==> src/rtl/shift_seq_pkg.sv <==
// Shared types for the LED shift sequencer: shift direction, requester indices,
// auto-walk FSM states and the command held in the output register.
package shift_seq_pkg;

    typedef enum logic {
        DIR_LEFT  = 1'b0,
        DIR_RIGHT = 1'b1
    } dir_e;

    localparam int REQ_L   = 0;
    localparam int REQ_R   = 1;
    localparam int REQ_A   = 2;
    localparam int NUM_REQ = 3;

    typedef enum logic {
        AUTO_OFF = 1'b0,
        AUTO_RUN = 1'b1
    } auto_state_e;

    typedef struct packed {
        dir_e dir;
        logic val;
    } cmd_t;

    function automatic cmd_t mk_cmd(input dir_e d, input logic v);
        cmd_t c;
        c.dir = d;
        c.val = v;
        return c;
    endfunction

endpackage

==> src/rtl/shift_seq_if.sv <==
// Valid/ready command channel from the sequencer to the shift datapath.
interface shift_seq_if;
    logic cmd_valid;
    logic cmd_dir;
    logic cmd_bit;
    logic cmd_ready;

    modport master (
        output cmd_valid,
        output cmd_dir,
        output cmd_bit,
        input  cmd_ready
    );

    modport slave (
        input  cmd_valid,
        input  cmd_dir,
        input  cmd_bit,
        output cmd_ready
    );
endinterface

==> src/rtl/shift_seq_prescaler.sv <==
// Auto-walk step prescaler: counts 0..TICK_DIV-1 while enabled and flags the
// last count with a one-cycle tick; clear_i forces the count back to zero.
module shift_seq_prescaler #(
    parameter int TICK_DIV = 50_000_000
) (
    input  logic clk,
    input  logic reset,
    input  logic clear_i,
    input  logic enable_i,
    output logic tick_o
);
    localparam int TICK_W = (TICK_DIV > 1) ? $clog2(TICK_DIV) : 1;
    localparam logic [TICK_W-1:0] CNT_LAST = TICK_W'(TICK_DIV - 1);

    logic [TICK_W-1:0] cnt_q, cnt_d;

    assign tick_o = enable_i && (cnt_q == CNT_LAST);

    always_comb begin
        cnt_d = cnt_q;
        if (clear_i) begin
            cnt_d = '0;
        end else if (enable_i) begin
            cnt_d = tick_o ? '0 : cnt_q + 1'b1;
        end
    end

    always_ff @(posedge clk) begin
        if (reset) begin
            cnt_q <= '0;
        end else begin
            cnt_q <= cnt_d;
        end
    end
endmodule

==> src/rtl/shift_sequencer.sv <==
// Arbitrates left push, right push and auto-walk steps into one valid/ready
// command stream. Optional macro SHIFT_SEQ_BOUNCE_EN makes the walk ping-pong.
module shift_sequencer
    import shift_seq_pkg::*;
#(
    parameter int WIDTH    = 8,
    parameter int TICK_DIV = 50_000_000
) (
    input  logic            clk,
    input  logic            reset,
    input  logic            left_push,
    input  logic            right_push,
    input  logic            left_bit,
    input  logic            right_bit,
    input  logic            auto_en,
    output logic            overrun,
    shift_seq_if.master     cmd_if
);
    localparam int SW_W = (WIDTH > 1) ? $clog2(WIDTH) : 1;
    localparam logic [SW_W-1:0] SWEEP_LAST = SW_W'(WIDTH - 1);

    // Auto-walk FSM
    auto_state_e auto_state_q, auto_state_d;
    logic        presc_en, auto_clr, auto_live;
    logic        presc_tick, tick_a;

    always_ff @(posedge clk) begin
        if (reset) begin
            auto_state_q <= AUTO_OFF;
        end else begin
            auto_state_q <= auto_state_d;
        end
    end

    always_comb begin
        auto_state_d = auto_state_q;
        case (auto_state_q)
            AUTO_OFF: if (auto_en)  auto_state_d = AUTO_RUN;
            AUTO_RUN: if (!auto_en) auto_state_d = AUTO_OFF;
            default:                auto_state_d = AUTO_OFF;
        endcase
    end

    // Clearing whenever the next state is OFF covers both the exit edge and idling in OFF.
    always_comb begin
        presc_en  = (auto_state_q == AUTO_RUN);
        auto_clr  = (auto_state_d == AUTO_OFF);
        auto_live = (auto_state_q == AUTO_RUN) && (auto_state_d == AUTO_RUN);
    end

    shift_seq_prescaler #(
        .TICK_DIV (TICK_DIV)
    ) u_presc (
        .clk      (clk),
        .reset    (reset),
        .clear_i  (auto_clr),
        .enable_i (presc_en),
        .tick_o   (presc_tick)
    );

    assign tick_a = presc_tick && auto_live;

    // Pending requests, round-robin pointer, sweep state, output register
    logic            pend_l_q, pend_l_d, pend_r_q, pend_r_d, pend_a_q, pend_a_d;
    logic            bit_l_q, bit_l_d, bit_r_q, bit_r_d;
    logic            rr_last_r_q, rr_last_r_d;
    logic [SW_W-1:0] sweep_q, sweep_d;
    dir_e            auto_dir_q, auto_dir_d;
    logic            cmd_valid_q, cmd_valid_d;
    cmd_t            cmd_q, cmd_d;
    logic            overrun_q, overrun_d;

    logic [NUM_REQ-1:0] req, gnt;
    logic               free;
    logic               l_bit_eff, r_bit_eff;

    assign free      = !cmd_valid_q || cmd_if.cmd_ready;
    assign l_bit_eff = pend_l_q ? bit_l_q : left_bit;
    assign r_bit_eff = pend_r_q ? bit_r_q : right_bit;

    // A fresh push competes in the cycle it arrives, so an idle output loads it on the next edge.
    always_comb begin
        req        = '0;
        req[REQ_L] = pend_l_q || left_push;
        req[REQ_R] = pend_r_q || right_push;
        req[REQ_A] = auto_live && (pend_a_q || tick_a);
    end

    always_comb begin
        gnt = '0;
        if (free) begin
            if (req[REQ_L] && req[REQ_R]) begin
                if (rr_last_r_q) gnt[REQ_L] = 1'b1;
                else             gnt[REQ_R] = 1'b1;
            end else if (req[REQ_L]) begin
                gnt[REQ_L] = 1'b1;
            end else if (req[REQ_R]) begin
                gnt[REQ_R] = 1'b1;
            end else if (req[REQ_A]) begin
                gnt[REQ_A] = 1'b1;
            end
        end
    end

    always_comb begin
        rr_last_r_d = rr_last_r_q;
        if (gnt[REQ_R])      rr_last_r_d = 1'b1;
        else if (gnt[REQ_L]) rr_last_r_d = 1'b0;
    end

    // A push landing on the cycle its pending is granted re-arms the pending.
    always_comb begin
        pend_l_d = pend_l_q ? (!gnt[REQ_L] || left_push)  : (left_push  && !gnt[REQ_L]);
        pend_r_d = pend_r_q ? (!gnt[REQ_R] || right_push) : (right_push && !gnt[REQ_R]);
        bit_l_d  = (left_push  && (!pend_l_q || gnt[REQ_L])) ? left_bit  : bit_l_q;
        bit_r_d  = (right_push && (!pend_r_q || gnt[REQ_R])) ? right_bit : bit_r_q;
        if (auto_clr) begin
            pend_a_d = 1'b0;
        end else begin
            pend_a_d = pend_a_q ? (!gnt[REQ_A] || tick_a) : (tick_a && !gnt[REQ_A]);
        end
        overrun_d = (left_push  && pend_l_q && !gnt[REQ_L])
                 || (right_push && pend_r_q && !gnt[REQ_R])
                 || (tick_a     && pend_a_q && !gnt[REQ_A]);
    end

    always_comb begin
        sweep_d    = sweep_q;
        auto_dir_d = auto_dir_q;
        if (auto_clr) begin
            sweep_d    = '0;
            auto_dir_d = DIR_LEFT;
        end else if (gnt[REQ_A]) begin
            if (sweep_q == SWEEP_LAST) begin
                sweep_d = '0;
`ifdef SHIFT_SEQ_BOUNCE_EN
                auto_dir_d = (auto_dir_q == DIR_LEFT) ? DIR_RIGHT : DIR_LEFT;
`else
                auto_dir_d = DIR_LEFT;
`endif
            end else begin
                sweep_d = sweep_q + 1'b1;
            end
        end
    end

    always_comb begin
        cmd_valid_d = cmd_valid_q;
        cmd_d       = cmd_q;
        if (free) begin
            cmd_valid_d = |gnt;
            if (gnt[REQ_L])      cmd_d = mk_cmd(DIR_LEFT, l_bit_eff);
            else if (gnt[REQ_R]) cmd_d = mk_cmd(DIR_RIGHT, r_bit_eff);
            else if (gnt[REQ_A]) cmd_d = mk_cmd(auto_dir_q, sweep_q == '0);
        end
    end

    always_ff @(posedge clk) begin
        if (reset) begin
            pend_l_q    <= 1'b0;
            pend_r_q    <= 1'b0;
            pend_a_q    <= 1'b0;
            bit_l_q     <= 1'b0;
            bit_r_q     <= 1'b0;
            rr_last_r_q <= 1'b1;
            sweep_q     <= '0;
            auto_dir_q  <= DIR_LEFT;
            cmd_valid_q <= 1'b0;
            cmd_q       <= mk_cmd(DIR_LEFT, 1'b0);
            overrun_q   <= 1'b0;
        end else begin
            pend_l_q    <= pend_l_d;
            pend_r_q    <= pend_r_d;
            pend_a_q    <= pend_a_d;
            bit_l_q     <= bit_l_d;
            bit_r_q     <= bit_r_d;
            rr_last_r_q <= rr_last_r_d;
            sweep_q     <= sweep_d;
            auto_dir_q  <= auto_dir_d;
            cmd_valid_q <= cmd_valid_d;
            cmd_q       <= cmd_d;
            overrun_q   <= overrun_d;
        end
    end

    assign cmd_if.cmd_valid = cmd_valid_q;
    assign cmd_if.cmd_dir   = cmd_q.dir;
    assign cmd_if.cmd_bit   = cmd_q.val;
    assign overrun          = overrun_q;

endmodule

==> src/flat_wrapper.sv <==
// flat-port wrapper written by rule: the top's interface ports become plain ports
module shift_sequencer_flat import shift_seq_pkg::*;
#(
    parameter int WIDTH    = 8,
    parameter int TICK_DIV = 50_000_000
)
  (clk, reset, left_push, right_push, left_bit, right_bit, auto_en, overrun, cmd_if_cmd_valid, cmd_if_cmd_dir, cmd_if_cmd_bit, cmd_if_cmd_ready);
  shift_seq_if cmd_if_i ();
  input  logic clk;
  input  logic reset;
  input  logic left_push;
  input  logic right_push;
  input  logic left_bit;
  input  logic right_bit;
  input  logic auto_en;
  output logic overrun;
  output wire logic [$bits(cmd_if_i.cmd_valid)-1:0] cmd_if_cmd_valid;
  output wire logic [$bits(cmd_if_i.cmd_dir)-1:0] cmd_if_cmd_dir;
  output wire logic [$bits(cmd_if_i.cmd_bit)-1:0] cmd_if_cmd_bit;
  input wire logic [$bits(cmd_if_i.cmd_ready)-1:0] cmd_if_cmd_ready;
  assign cmd_if_cmd_valid = cmd_if_i.cmd_valid;
  assign cmd_if_cmd_dir = cmd_if_i.cmd_dir;
  assign cmd_if_cmd_bit = cmd_if_i.cmd_bit;
  assign cmd_if_i.cmd_ready = cmd_if_cmd_ready;
  shift_sequencer #(.WIDTH(WIDTH), .TICK_DIV(TICK_DIV)) u_core (.clk(clk), .reset(reset), .left_push(left_push), .right_push(right_push), .left_bit(left_bit), .right_bit(right_bit), .auto_en(auto_en), .overrun(overrun), .cmd_if(cmd_if_i));
endmodule
==> config.mk <==
export PLATFORM = sky130hd
export DESIGN_NAME = shift_sequencer_flat
export DESIGN_NICKNAME = d
export VERILOG_FILES = /design/src/rtl/shift_seq_pkg.sv /design/src/rtl/shift_seq_if.sv /design/src/rtl/shift_seq_prescaler.sv /design/src/rtl/shift_sequencer.sv /design/src/flat_wrapper.sv
export SDC_FILE = /design/constraint.sdc
export NUM_CORES = 1
export LEC_CHECK = 0
export CORE_UTILIZATION = 60
export DETAILED_ROUTE_END_ITERATION = 8
export DONT_BUFFER_PORTS = 1
export PLACE_DENSITY = 0.82
export RECOVER_POWER = 50
export SKIP_CTS_REPAIR_TIMING = 1
export SLEW_MARGIN = 25
export SYNTH_ARGS = -nofsm -noshare
export SYNTH_HDL_FRONTEND = slang
export SYNTH_SLANG_ARGS = --single-unit
==> constraint.sdc <==
create_clock -name clk -period 2.6 [get_ports clk]
set_input_delay 0.13 -clock clk [delete_from_list [all_inputs] [get_ports clk]]
set_output_delay 0.13 -clock clk [all_outputs]
set_load 0.02 [all_outputs]
---- After elaboration in Yosys (flattened, before gate mapping) ----
Index checks and enable logic that the tools add are counted.
storage, ports and cells
  register bits ........................... 40
  input port bits ......................... 8
  output and inout port bits .............. 4
  word-level logic and storage cells ...... 78
operators by class
  add/sub/neg operators ................... 2
  eq/ne operators ......................... 2
  multiplexer cells ....................... 21
  bitwise operators ....................... 1
  reduce and logical (&&, ||, !) cells .... 39
operator list
  cell                                                              number
  26-bit by 1-bit adder with 26-bit output (second input constant)  1
  26-bit equality test (second input constant)                      1
  26-bit two-way mux                                                1
  1-bit logical AND                                                 16
  1-bit two-way mux                                                 13
  1-bit logical OR                                                  11
  2-bit two-way mux                                                 5
  1-bit logical NOT                                                 6
  3-bit two-way mux                                                 2
  2-bit OR reduction                                                2
  3-bit by 1-bit adder with 3-bit output (second input constant)    1
  3-bit equality test (second input constant)                       1
  3-bit logical NOT                                                 1
  3-bit nonzero test                                                1
  3-bit OR reduction                                                1
  2-bit AND reduction                                               1
  1-bit inverter                                                    1

---- Depth between registers and ports, before layout ----
Gate-level depths: netlist (run 1).
  depth in word-level cells ............... 14
  mapped depth ............................ 7
  gate-level depth less buffers ........... 6

---- By module ----
A second synthesis (run 1) with hierarchy kept.
second synthesis, totals
  cell total of the unflattened synthesis .. 236
  area total of the unflattened synthesis .. 2053.2 µm²
by module, submodules not included
  module               instances  cells each  area each (µm²)  seq. area each (µm²)
  shift_seq_prescaler  1          156         1343.8           520.5
  shift_sequencer      1          80          709.4            280.3

---- Least setup slack after synthesis (run 1) ----
Ideal clock, no wire load.
  kind .................................... flip-flop to flip-flop
  start ................................... register u_core.u_presc.cnt_q[0]
  end ..................................... register u_core.overrun_q, in the netlist u_core.overrun
  setup time .............................. 0.070 ns
  data arrival time ....................... 2.326 ns
  required time ........................... 2.530 ns
  setup slack ............................. 0.204 ns
  stages on the path, launching flop included .. 8
  path buffers ............................ 1
  period minus slack after synthesis ...... 2.396 ns
  path through ............................ dfxtp_1 ha_1 nand3_4 or4_4 or4_1 buf_2 or3_1 a21oi_1
between the ends
  word-level cells in the longest chain between the ends .. 13
  elaborated cells between the ends (all ways) .. 14
  those cells by class .................... eq/ne: 1; mux: 5; reduce/logical: 8
ends and longest elaborated chain
  what                      line                       text
  start: declaration        shift_seq_prescaler.sv:15  logic [TICK_W-1:0] cnt_q, cnt_d;
  start signal: assignment  shift_seq_prescaler.sv:32  cnt_q <= cnt_d;
  26-bit equality test (*)  shift_seq_prescaler.sv:17  assign tick_o = enable_i && (cnt_q == CNT_LAST);
  1-bit logical AND (*)     shift_seq_prescaler.sv:17
  1-bit logical AND (*)     shift_sequencer.sv:61      assign tick_a = presc_tick && auto_live;
  1-bit logical OR          shift_sequencer.sv:86      req[REQ_A] = auto_live && (pend_a_q || tick_a);
  1-bit logical AND         shift_sequencer.sv:86
  1-bit two-way mux         shift_sequencer.sv:99      end else if (req[REQ_A]) begin
  1-bit two-way mux         shift_sequencer.sv:97      end else if (req[REQ_R]) begin
  2-bit two-way mux         shift_sequencer.sv:95      end else if (req[REQ_L]) begin
  1-bit two-way mux         shift_sequencer.sv:92      if (req[REQ_L] && req[REQ_R]) begin
  3-bit two-way mux         shift_sequencer.sv:91      if (free) begin
  1-bit logical NOT         shift_sequencer.sv:124     || (tick_a && pend_a_q && !gnt[REQ_A]);
  1-bit logical AND (*)     shift_sequencer.sv:124
  1-bit logical OR (*)      shift_sequencer.sv:124
  end signal: assignment    shift_sequencer.sv:182     overrun_q <= overrun_d;
  end: declaration          shift_sequencer.sv:71      logic overrun_q, overrun_d;
Every way passes the cells marked *; elsewhere a longest branch is shown, timed or not.
A chain may end at the register's enable or synchronous reset.

---- Final worst setup path (run 1) ----
Ends and elaborated chain as after synthesis.

==> results of run 1 <==
==> path summary, 6_finish.rpt <==
kind | startpoint | to | slack (ns) | cells past startpoint
hold reg to reg | u_core.sweep_q[2] | u_core.sweep_q[2] | 0.50 | 2
hold / removal | auto_en | u_core.overrun | 0.02 | 3
setup / recovery | u_core.u_presc.cnt_q[0] | u_core.overrun | 0.14 | 6
setup reg to reg | u_core.u_presc.cnt_q[0] | u_core.overrun | 0.14 | 6
==> where the power goes <==
| part | internal [mW] | switching, mW |
|---|---|---|
| Sequential | 0.627 | 0.0195 |
| Combinational | 0.0330 | 0.0392 |
| Clock | 0.153 | 0.197 |
==> layout by cell type (no fill, tap or decap), types with 4 or more instances in the layout <==
cell type      netlist  final
a21oi_1             11     11
and3_1               6      6
buf_4                0      4
clkbuf_4             0      5
dfxtp_1             40     40
dlygate4sd3_1        0      4
ha_1                 4      4
inv_1                6      6
mux2i_1              6      6
nand2_1             13     13
nand2b_1             6      6
nand3_1             12     12
nand4_1              6      6
nor2_1              33     33
nor4_1               5      5
o21ai_0              6      7
or3_1                5      5
xnor2_1             13     13
xor2_1               8      8
==> critical path: cells and delay by family, from the launching register on <==
family	cells	cell delay, ns
simple gates	4	1.62
fa+ha+maj	1	0.25
flops	1	0.41
compound gates	1	0.13
==> layer usage <==
metal / share of wire (%) / global-route usage, %
met1: 48 / 27.2
met2: 47 / 40.2
met3: 3.3 / 6.81
met4: 1.5 / 11.2
met5: 0 / 0
==> cell type report <==
class                           count  area, µm²
Multi-Input combinational cell    168       1070
Clock buffer                        7       65.1
Tap cell                           44       55.1
Sequential cell                    40        801
Fill cell                         271        965
Timing Repair Buffer               10       78.8
Inverter                            6       22.5
==> flip-flops by register name, summed over array words and instances, names as in the netlist <==
| name | count |
|---|---|
| u_core.overrun | 1 |
| u_core.bit_r_q | 1 |
| u_core.cmd_if.cmd_bit | 1 |
| u_core.u_presc.cnt_q | 26 |
| u_core.sweep_q | 3 |
| u_core.rr_last_r_q | 1 |
| u_core.bit_l_q | 1 |
| u_core.cmd_if.cmd_valid | 1 |
| u_core.pend_a_q | 1 |
| u_core.pend_l_q | 1 |
| u_core.auto_state_q | 1 |
| u_core.cmd_if.cmd_dir | 1 |
| u_core.pend_r_q | 1 |
==> cells in the mapped netlist, types with 6 or more instances <==
cell type  count
a21oi_1       11
and3_1         6
dfxtp_1       40
inv_1          6
mux2i_1        6
nand2_1       13
nand2b_1       6
nand3_1       12
nand4_1        6
nor2_1        33
o21ai_0        6
xnor2_1       13
xor2_1         8
==> cells by family (layout without fill, tap and decap cells) <==
logic type	Yosys count	after routing	share of synthesized area, %
compound gates	31	31	9.95
flops	40	40	41.6
xor+xnor	21	21	9.56
buf+inv	13	23	2.99
fa+ha+maj	5	5	3.12
simple gates	104	104	29.1
mux	7	7	3.71
==> stage by stage <==
stage                     worst slack [ns]  std cells  hold WS [ns]
after CTS                            0.132        271        -0.194
after floorplan                      0.204        221         0.266
final                                0.137        275        0.0178
after global routing                0.0155        275       0.00790
after detailed placement             0.149        264         0.202
after global placement               0.229        264         0.203
==> metrics.md, run 1 <==
| Metric | Value |
|---|---|
| DR vias/cell | `5.57` |
| WL/cell | `12.9 µm` |
| Vias in the first global route | `1411` |
| Total CTS buffers | `5` |
| Final Core Density | `68.4%` |
| Final setup fails | `0` |
| Core area | `3050 µm²` |
| DIE AREA | `3440 µm²` |
| Max-cap violations | `0` |
| Final wirelength | `3.55 mm` |
| Largest cells by area after synthesis | `dfxtp_1 (42%), nor2_1 (6.4%), xnor2_1 (5.9%)` |
| Crit end category | `flop` |
| #FFs+latches synth | `40` |
| Crit path cell chain | `ha_1, nand3_4, or4_4, or4_1, or3_1, a21oi_1` |
| WP data required | `2.89 ns` |
| Worst Skew | `0.00630 ns` |
| CP peak stage delay | `0.57 ns` |
| Largest fanout on the critical path | `6` |
| Setup TNS | `0 ns` |
| Final HPWL DP | `2.50 mm` |
| Area Overhead vs Synth | `8.52%` |
| Yosys warns | `0` |
| Routability Congestion | `0.840` |
| Synthesized cell area | `1920 µm²` |
| Port bufs | `0` |
| Slew @ Worst Pin | `0.446 ns` |
| Global-route wire length before repair | `6.02 mm` |
| Sink Count | `40` |
| Fraction of registers with async set/reset | `0%` |
| Leakage Power | `0.697 nW` |
| Post-synth EDFFs | `0` |
| VDD IR-drop max | `0.264 mV` |
| Design area | `2090 µm²` |
| Synth top area share | `41.6%` |
| CP max-delay cell | `or4_1` |
| GRT Total Usage | `23.6%` |
| WS Path Type | `reg2reg` |
| Layout Nets | `243` |
| DRT iter0 DRCs | `95` |
| DIE HEIGHT | `58.6 µm` |
| Starting density of the core | `63.0%` |
| Syn avg cell area | `8.71 µm²` |
| Class of the worst hold path | `in2reg` |
| Seq/Total Area, Yosys | `41.6%` |
| Dpl cell area | `1990 µm²` |
| Final ANT Viol Nets | `0` |
| Via Count | `1531` |
| RSZ-0062 raised after global routing | `no` |
| DRC Markers | `0` |
| Row count | `20` |
| Arrival @ worst endpoint | `2.75 ns` |
| Max Freq | `0.406 GHz` |
| Gr ovfl total | `0` |
| Largest net degree at the start of global routing | `20` |
| Antenna cells | `0` |
| Die width | `58.6 µm` |
| Post-synthesis cell type count | `42` |
| Tcrit/Tclk final | `94.7%` |
| Clk_lat worst skew | `0.35 ns` |
| Max_slew headroom | `70.0%` |
| Syn_nets | `233` |
| Initial antenna violation count | `0` |
| CP startpoint kind | `flop` |
| PwrDens | `512 nW/µm²` |
| Drt first pass iters | `4` |
| Root Driver | `clkbuf_4` |
| Area leader, netlist | `dfxtp_1` |
| Clock Tree Buf Depth | `2` |
| H-Tree Level Count | `2` |
| Most used DFF post-synth | `dfxtp_1` |
| Status | `complete, no violations` |
| Clock-pin slew on the worst setup and hold paths | `0.11 ns` |
| I/O pin cnt | `12` |
| Layout cells sized above 1 | `6.93%` |
| Final hold vios | `0` |
| Crit path time final | `2.46 ns` |
| Slew Limit Fails | `0` |
| CTS tree | `built` |
| Post-Syn Instances | `221` |
| Total power draw | `1.07 mW` |
No activity file was read; power rests on OpenSTA's default activity.
==> run 2, diff against run 1 <==
--- a/config.mk
+++ b/config.mk
@@ -6,11 +6,13 @@
 export NUM_CORES = 1
 export LEC_CHECK = 0
 export CORE_UTILIZATION = 60
+export CTS_CLUSTER_SIZE = 12
 export DETAILED_ROUTE_END_ITERATION = 8
 export DONT_BUFFER_PORTS = 1
 export PLACE_DENSITY = 0.82
 export RECOVER_POWER = 50
 export SKIP_CTS_REPAIR_TIMING = 1
+export SKIP_LAST_GASP = 1
 export SLEW_MARGIN = 25
 export SYNTH_ARGS = -nofsm -noshare
 export SYNTH_HDL_FRONTEND = slang
==> constraint.sdc (replaced) <==
create_clock -name clk -period 2.6 [get_ports clk]
set_input_delay 0.52 -clock clk [delete_from_list [all_inputs] [get_ports clk]]
set_output_delay 0.52 -clock clk [all_outputs]
set_load 0.02 [all_outputs]
==> metrics.md, run 2 (synthesis gave the netlist of run 1 again) <==
| Metric | Value |
|---|---|
| Status | `complete, no violations (unchanged)` |
| Total power draw | `1.06 mW (was 1.07 mW)` |
| Via Count | `1523 (was 1531)` |
| DIE HEIGHT | `58.6 µm (unchanged)` |
| Slew @ Worst Pin | `0.441 ns (was 0.446 ns)` |
| DIE AREA | `3440 µm² (unchanged)` |
| Vias in the first global route | `1411 (unchanged)` |
| Worst Skew | `0.00658 ns (was 0.00630 ns)` |
| Share of power burned in registers | `61.0% (was 60.5%)` |
| Max-cap violations | `0 (unchanged)` |
| CP max-delay cell | `or4_1 (unchanged)` |
| DR vias/cell | `5.62 (was 5.57)` |
| CP startpoint kind | `flop (unchanged)` |
| Layout cells sized above 1 | `7.05% (was 6.93%)` |
| Die width | `58.6 µm (unchanged)` |
| DRC Markers | `0 (unchanged)` |
| WS Path Type | `reg2reg (unchanged)` |
| Final worst slack | `0.139 ns (was 0.137 ns)` |
| Levels on crit path | `6 (unchanged)` |
| Port bufs | `0 (unchanged)` |
| Tcrit/Tclk final | `94.7% (about the same)` |
| Class of the worst hold path | `in2reg (unchanged)` |
| Largest fanout on the critical path | `6 (unchanged)` |
| Final wirelength | `3.48 mm (was 3.55 mm)` |
| Final setup fails | `0 (unchanged)` |
| Max Freq | `0.406 GHz (about the same)` |
| Logic pwr share | `6.1% (was 6.8%)` |
| Net Sw Frac | `23.6% (was 23.9%)` |
| Largest net degree at the start of global routing | `20 (unchanged)` |
| Clock-pin slew on the worst setup and hold paths | `0.11 ns (about the same)` |
| Sink Count | `40 (unchanged)` |
| CP peak stage delay | `0.57 ns (about the same)` |
| Critical path startpoint | `u_core.u_presc.cnt_q[0] (unchanged)` |
| Leakage Power | `0.678 nW (was 0.697 nW)` |
| Final ANT Viol Nets | `0 (unchanged)` |
| Area Overhead vs Synth | `6.44% (was 8.52%)` |
| Dpl cell area | `1990 µm² (unchanged)` |
| Final HPWL DP | `2.50 mm (unchanged)` |
| VDD IR-drop max | `0.259 mV (was 0.264 mV)` |
| Setup TNS | `0 ns (unchanged)` |
| Internal power | `808 µW (was 813 µW)` |
| Crit path to | `u_core.overrun (unchanged)` |
| Routability Congestion | `0.840 (unchanged)` |
| I/O pin cnt | `12 (unchanged)` |
| Largest register FFs | `26 (unchanged)` |
| H-Tree Level Count | `2 (unchanged)` |
| Biggest regs | `u_core.u_presc.cnt_q: 26 flops, u_core.sweep_q: 3 flops (unchanged)` |
| Arrival @ worst endpoint | `2.75 ns (about the same)` |
| Crit path cell chain | `ha_1, nand3_4, or4_4, or4_1, or3_1, a21oi_1 (unchanged)` |
| Root Driver | `clkbuf_4 (unchanged)` |
| Crit path time final | `2.46 ns (about the same)` |
| RSZ-0062 raised after global routing | `no (unchanged)` |
| Global-route wire length before repair | `6.02 mm (unchanged)` |
| Reg2Reg Launch Point | `u_core.u_presc.cnt_q[0] (unchanged)` |
| Gr ovfl total | `0 (unchanged)` |
| Design area | `2050 µm² (was 2090 µm²)` |
| Max_slew headroom | `70.3% (was 70.0%)` |
| Power share of the clock group | `32.9% (was 32.8%)` |
| Worst R2R Setup Slack | `0.14 ns (about the same)` |
| Reg with most FFs | `u_core.u_presc.cnt_q (unchanged)` |
| Clock Tree Buf Depth | `2 (unchanged)` |
| Final hold vios | `0 (unchanged)` |
| Worst Path Buf+Inv | `0 (unchanged)` |
| Starting density of the core | `63.0% (unchanged)` |
| Most frequent cells in the layout | `dfxtp_1 (40), nor2_1 (33), xnor2_1 (13), nand2_1 (13), nand3_1 (12) (unchanged)` |
| Slew Limit Fails | `0 (unchanged)` |
| Worst Reg-to-Reg Cells | `6 (unchanged)` |
| Antenna cells | `0 (unchanged)` |
| Layout Nets | `239 (was 243)` |
| Crit end category | `flop (unchanged)` |
| PwrDens | `517 nW/µm² (was 512 nW/µm²)` |
| Drt first pass iters | `4 (unchanged)` |
| Sw Pwr | `250 µW (was 255 µW)` |
| Worst Hold Margin | `0.221 ns (was 0.0178 ns)` |
| Pre-CTS setup slack | `0.149 ns (unchanged)` |
| Top delay family on crit path | `simple AND/OR/NAND/NOR gates (unchanged)` |
| Core area | `3050 µm² (unchanged)` |
| Commonest non-fill, non-tap cell in the layout | `dfxtp_1 (unchanged)` |
| DRT iter0 DRCs | `98 (was 95)` |
| Initial antenna violation count | `0 (unchanged)` |
| Reg-to-reg endpoint | `u_core.overrun (unchanged)` |
| WP data required | `2.89 ns (about the same)` |
| Total CTS buffers | `5 (unchanged)` |
| GRT Total Usage | `23.6% (unchanged)` |
| CTS tree | `built (unchanged)` |
| Row count | `20 (unchanged)` |
| Clk_lat worst skew | `0.35 ns (about the same)` |
| WL/cell | `12.9 µm (about the same)` |
-- run 2: changes by cell type in the layout (fill, tap and decap cells not counted) --
cell,before,now
dlygate4sd3_1,4,0
-- run 2: metrics by stage --
stage,utilization (%),cells
after floorplan,-,221
after global placement,65.2,264
after detailed placement,65.2,264
after CTS,67.3,271
after global routing,67.1,271
final,67.1,271
-- run 2: layer usage --
layer	track usage [%]	wire length (µm)	vias up
met1	27.2	1660	705
met2	40.2	1650	25
li1	-	-	789
met4	11.2	55	0
met5	0	0	-
met3	6.81	123	4
-- run 2: worst min-delay path by stage --
stage,startpoint,endpoint,cells after the start
floorplan,u_core.sweep_q[1],u_core.sweep_q[1],2
global placement,u_core.sweep_q[2],u_core.sweep_q[2],2
detailed placement,u_core.sweep_q[2],u_core.sweep_q[2],2
CTS,reset,u_core.cmd_if.cmd_valid,1
global route,reset,u_core.pend_r_q,1
finish,reset,u_core.overrun,1
-- run 2: final cells by class --
| cell class | instances | area, µm² |
|---|---|---|
| fill | 279 | 1000 |
| tap | 44 | 55.1 |
| inverter | 6 | 22.5 |
| timing repair buffer | 6 | 38.8 |
| multi-input combinational | 168 | 1070 |
| sequential | 40 | 801 |
| clock buffer | 7 | 65.1 |
-- run 2: power groups by stage --
stage	clock network, mW	registers [mW]	logic, mW
floorplan	0	0.655	0.0587
finish	0.348	0.646	0.0645
detailed placement	0	0.660	0.0652
CTS	0.362	0.646	0.0658
global placement	0	0.660	0.0641
global route	0.387	0.649	0.0724
==> run 3, diff against run 2 <==
--- a/config.mk
+++ b/config.mk
@@ -9,7 +9,7 @@
 export CTS_CLUSTER_SIZE = 12
 export DETAILED_ROUTE_END_ITERATION = 8
 export DONT_BUFFER_PORTS = 1
-export PLACE_DENSITY = 0.82
+export PLACE_DENSITY_LB_ADDON = 0.3
 export RECOVER_POWER = 50
 export SKIP_CTS_REPAIR_TIMING = 1
 export SKIP_LAST_GASP = 1
==> metrics.md, run 3 (synthesis gave the netlist of run 1 again) <==
| Metric | Value |
|---|---|
| Status | `complete, no violations (unchanged)` |
| VDD IR-drop max | `0.371 mV (was 0.259 mV)` |
| Reg2Reg Launch Point | `u_core.u_presc.cnt_q[0] (unchanged)` |
| Layout cells sized above 1 | `6.17% (was 7.05%)` |
| Net Sw Frac | `24.4% (was 23.6%)` |
| Share of power burned in registers | `62.0% (was 61.0%)` |
| Die width | `58.6 µm (unchanged)` |
| Crit end category | `flop (unchanged)` |
| Arrival @ worst endpoint | `2.79 ns (was 2.75 ns)` |
| DRT iter0 DRCs | `82 (was 98)` |
| GRT Total Usage | `25.2% (was 23.6%)` |
| Total CTS buffers | `5 (unchanged)` |
| WP data required | `2.89 ns (about the same)` |
| Antenna cells | `0 (unchanged)` |
| Largest net degree at the start of global routing | `17 (was 20)` |
| WL/cell | `14.2 µm (was 12.9 µm)` |
| Row count | `20 (unchanged)` |
| DIE HEIGHT | `58.6 µm (unchanged)` |
| Worst R2R Setup Slack | `0.09 ns (was 0.14 ns)` |
| Most frequent cells in the layout | `dfxtp_1 (40), nor2_1 (33), xnor2_1 (13), nand2_1 (13), nand3_1 (12) (unchanged)` |
| Core area | `3050 µm² (unchanged)` |
| Biggest regs | `u_core.u_presc.cnt_q: 26 flops, u_core.sweep_q: 3 flops (unchanged)` |
| Drt first pass iters | `4 (unchanged)` |
| Dpl cell area | `1980 µm² (was 1990 µm²)` |
| Clock Tree Buf Depth | `2 (unchanged)` |
| Internal power | `788 µW (was 808 µW)` |
| Class of the worst hold path | `in2reg (unchanged)` |
| Worst Reg-to-Reg Cells | `6 (unchanged)` |
| Slew @ Worst Pin | `0.703 ns (was 0.441 ns)` |
| DIE AREA | `3440 µm² (unchanged)` |
| Root Driver | `clkbuf_4 (unchanged)` |
| Hold path depth | `1 (unchanged)` |
| RSZ-0062 raised after global routing | `no (unchanged)` |
| Leakage Power | `0.668 nW (was 0.678 nW)` |
| Vias in the first global route | `1460 (was 1411)` |
| Routability Congestion | `0.874 (was 0.840)` |
| Commonest non-fill, non-tap cell in the layout | `dfxtp_1 (unchanged)` |
| Clock-pin slew on the worst setup and hold paths | `0.11 ns (about the same)` |
| Setup TNS | `0 ns (unchanged)` |
| H-Tree Level Count | `2 (unchanged)` |
| Logic pwr share | `6.3% (was 6.1%)` |
| Largest register FFs | `26 (unchanged)` |
| Slew Limit Fails | `0 (unchanged)` |
| Max-cap violations | `0 (unchanged)` |
| Final hold vios | `0 (unchanged)` |
| Max Freq | `0.399 GHz (was 0.406 GHz)` |
| Global-route wire length before repair | `6.46 mm (was 6.02 mm)` |
| Area Overhead vs Synth | `5.85% (was 6.44%)` |
| Final wirelength | `3.86 mm (was 3.48 mm)` |
| Power share of the clock group | `31.7% (was 32.9%)` |
| Start point of the worst hold path | `reset (unchanged)` |
| Worst Skew | `0.00147 ns (was 0.00658 ns)` |
| WS Path Type | `reg2reg (unchanged)` |
| Largest fanout on the critical path | `6 (unchanged)` |
| Clk_lat worst skew | `0.35 ns (about the same)` |
| Reg-to-reg endpoint | `u_core.overrun (unchanged)` |
| Final ANT Viol Nets | `0 (unchanged)` |
| Hold endpoint | `u_core.cmd_if.cmd_valid (was u_core.overrun)` |
| Via Count | `1548 (was 1523)` |
| DRC Markers | `0 (unchanged)` |
| Initial antenna violation count | `0 (unchanged)` |
| Starting density of the core | `63.0% (unchanged)` |
| Layout Nets | `238 (was 239)` |
| DR vias/cell | `5.71 (was 5.62)` |
| Sink Count | `40 (unchanged)` |
| CP startpoint kind | `flop (unchanged)` |
| Tcrit/Tclk final | `96.4% (was 94.7%)` |
| Port bufs | `0 (unchanged)` |
| Reg with most FFs | `u_core.u_presc.cnt_q (unchanged)` |
| I/O pin cnt | `12 (unchanged)` |
| Final setup fails | `0 (unchanged)` |
| PwrDens | `512 nW/µm² (was 517 nW/µm²)` |
| CTS tree | `built (unchanged)` |
| Sw Pwr | `255 µW (was 250 µW)` |
| Final HPWL DP | `2.84 mm (was 2.50 mm)` |
| Fill count | `256 (was 279)` |
| Gr ovfl total | `0 (unchanged)` |
| Crit path time final | `2.51 ns (was 2.46 ns)` |
| Max_slew headroom | `53.1% (was 70.3%)` |
| Design area | `2040 µm² (was 2050 µm²)` |
[run 3: cell types whose count changed in the layout (fill, tap and decap cells not counted)]
| cell | delta |
|---|---|
| or4_4 | +1 |
| clkbuf_1 | +3 |
| buf_4 | -1 |
| clkbuf_2 | -1 |
| clkbuf_8 | -1 |
| or4_1 | -1 |
[run 3: how the worst max path moves through the flow]
stage / start / end / slack [ns] / cells past startpoint
after floorplan: u_core.u_presc.cnt_q[0] / u_core.overrun / 0.20 / 7
after global placement: u_core.u_presc.cnt_q[0] / u_core.overrun / 0.14 / 6
after detailed placement: u_core.u_presc.cnt_q[0] / u_core.overrun / 0.07 / 6
after CTS: u_core.u_presc.cnt_q[0] / u_core.overrun / 0.04 / 6
after global routing: u_core.u_presc.cnt_q[0] / u_core.overrun / 0.01 / 6
final: u_core.u_presc.cnt_q[0] / u_core.overrun / 0.09 / 6
[run 3: area by class of cell]
cell class | count | area [µm²] | area share [%]
Timing Repair Buffer | 5 | 30.0 | 1.47
Multi-Input combinational cell | 168 | 1070 | 52.5
Sequential cell | 40 | 801 | 39.3
Inverter | 6 | 22.5 | 1.11
Clock buffer | 8 | 58.8 | 2.89
Tap cell | 44 | 55.1 | 2.70
[run 3: power by group through the flow]
stage	registers, mW	clock network [mW]	logic, mW
6_report	0.647	0.331	0.0657
5_1_grt	0.649	0.354	0.0744
4_1_cts	0.647	0.338	0.0675
3_5_place_dp	0.661	0	0.0674
3_3_place_gp	0.660	0	0.0634
2_1_floorplan	0.655	0	0.0587
[run 3: routing by layer]
layer / share of wire [%] / vias to the layer above / global-route usage [%] / wire [µm]
met5: 0 / - / 0 / 0
met4: 2.5 / 0 / 12.2 / 97
met3: 4.4 / 12 / 6.81 / 170
met2: 47 / 27 / 41.4 / 1810
met1: 46 / 718 / 30.7 / 1780
li1: - / 791 / - / -
[run 3: worst max-delay path, stage by stage, from the launching register on]
cell and delay (ns):
dfxtp_1 0.40, ha_1 0.24, nand3_4 0.12, or4_4 0.56, or4_4 0.58, or3_1 0.40
a21oi_1 0.15
[run 3: stage by stage]
step	util [%]	setup slack, ns	cells	hold WS [ns]	total power [mW]
after floorplan	-	0.204	221	0.451	0.714
after global placement	64.9	0.143	263	0.460	0.723
after detailed placement	64.9	0.0693	263	0.483	0.728
after CTS	66.8	0.0450	271	0.211	1.05
after global routing	66.7	0.0110	271	0.211	1.08
final	66.7	0.0944	271	0.221	1.04
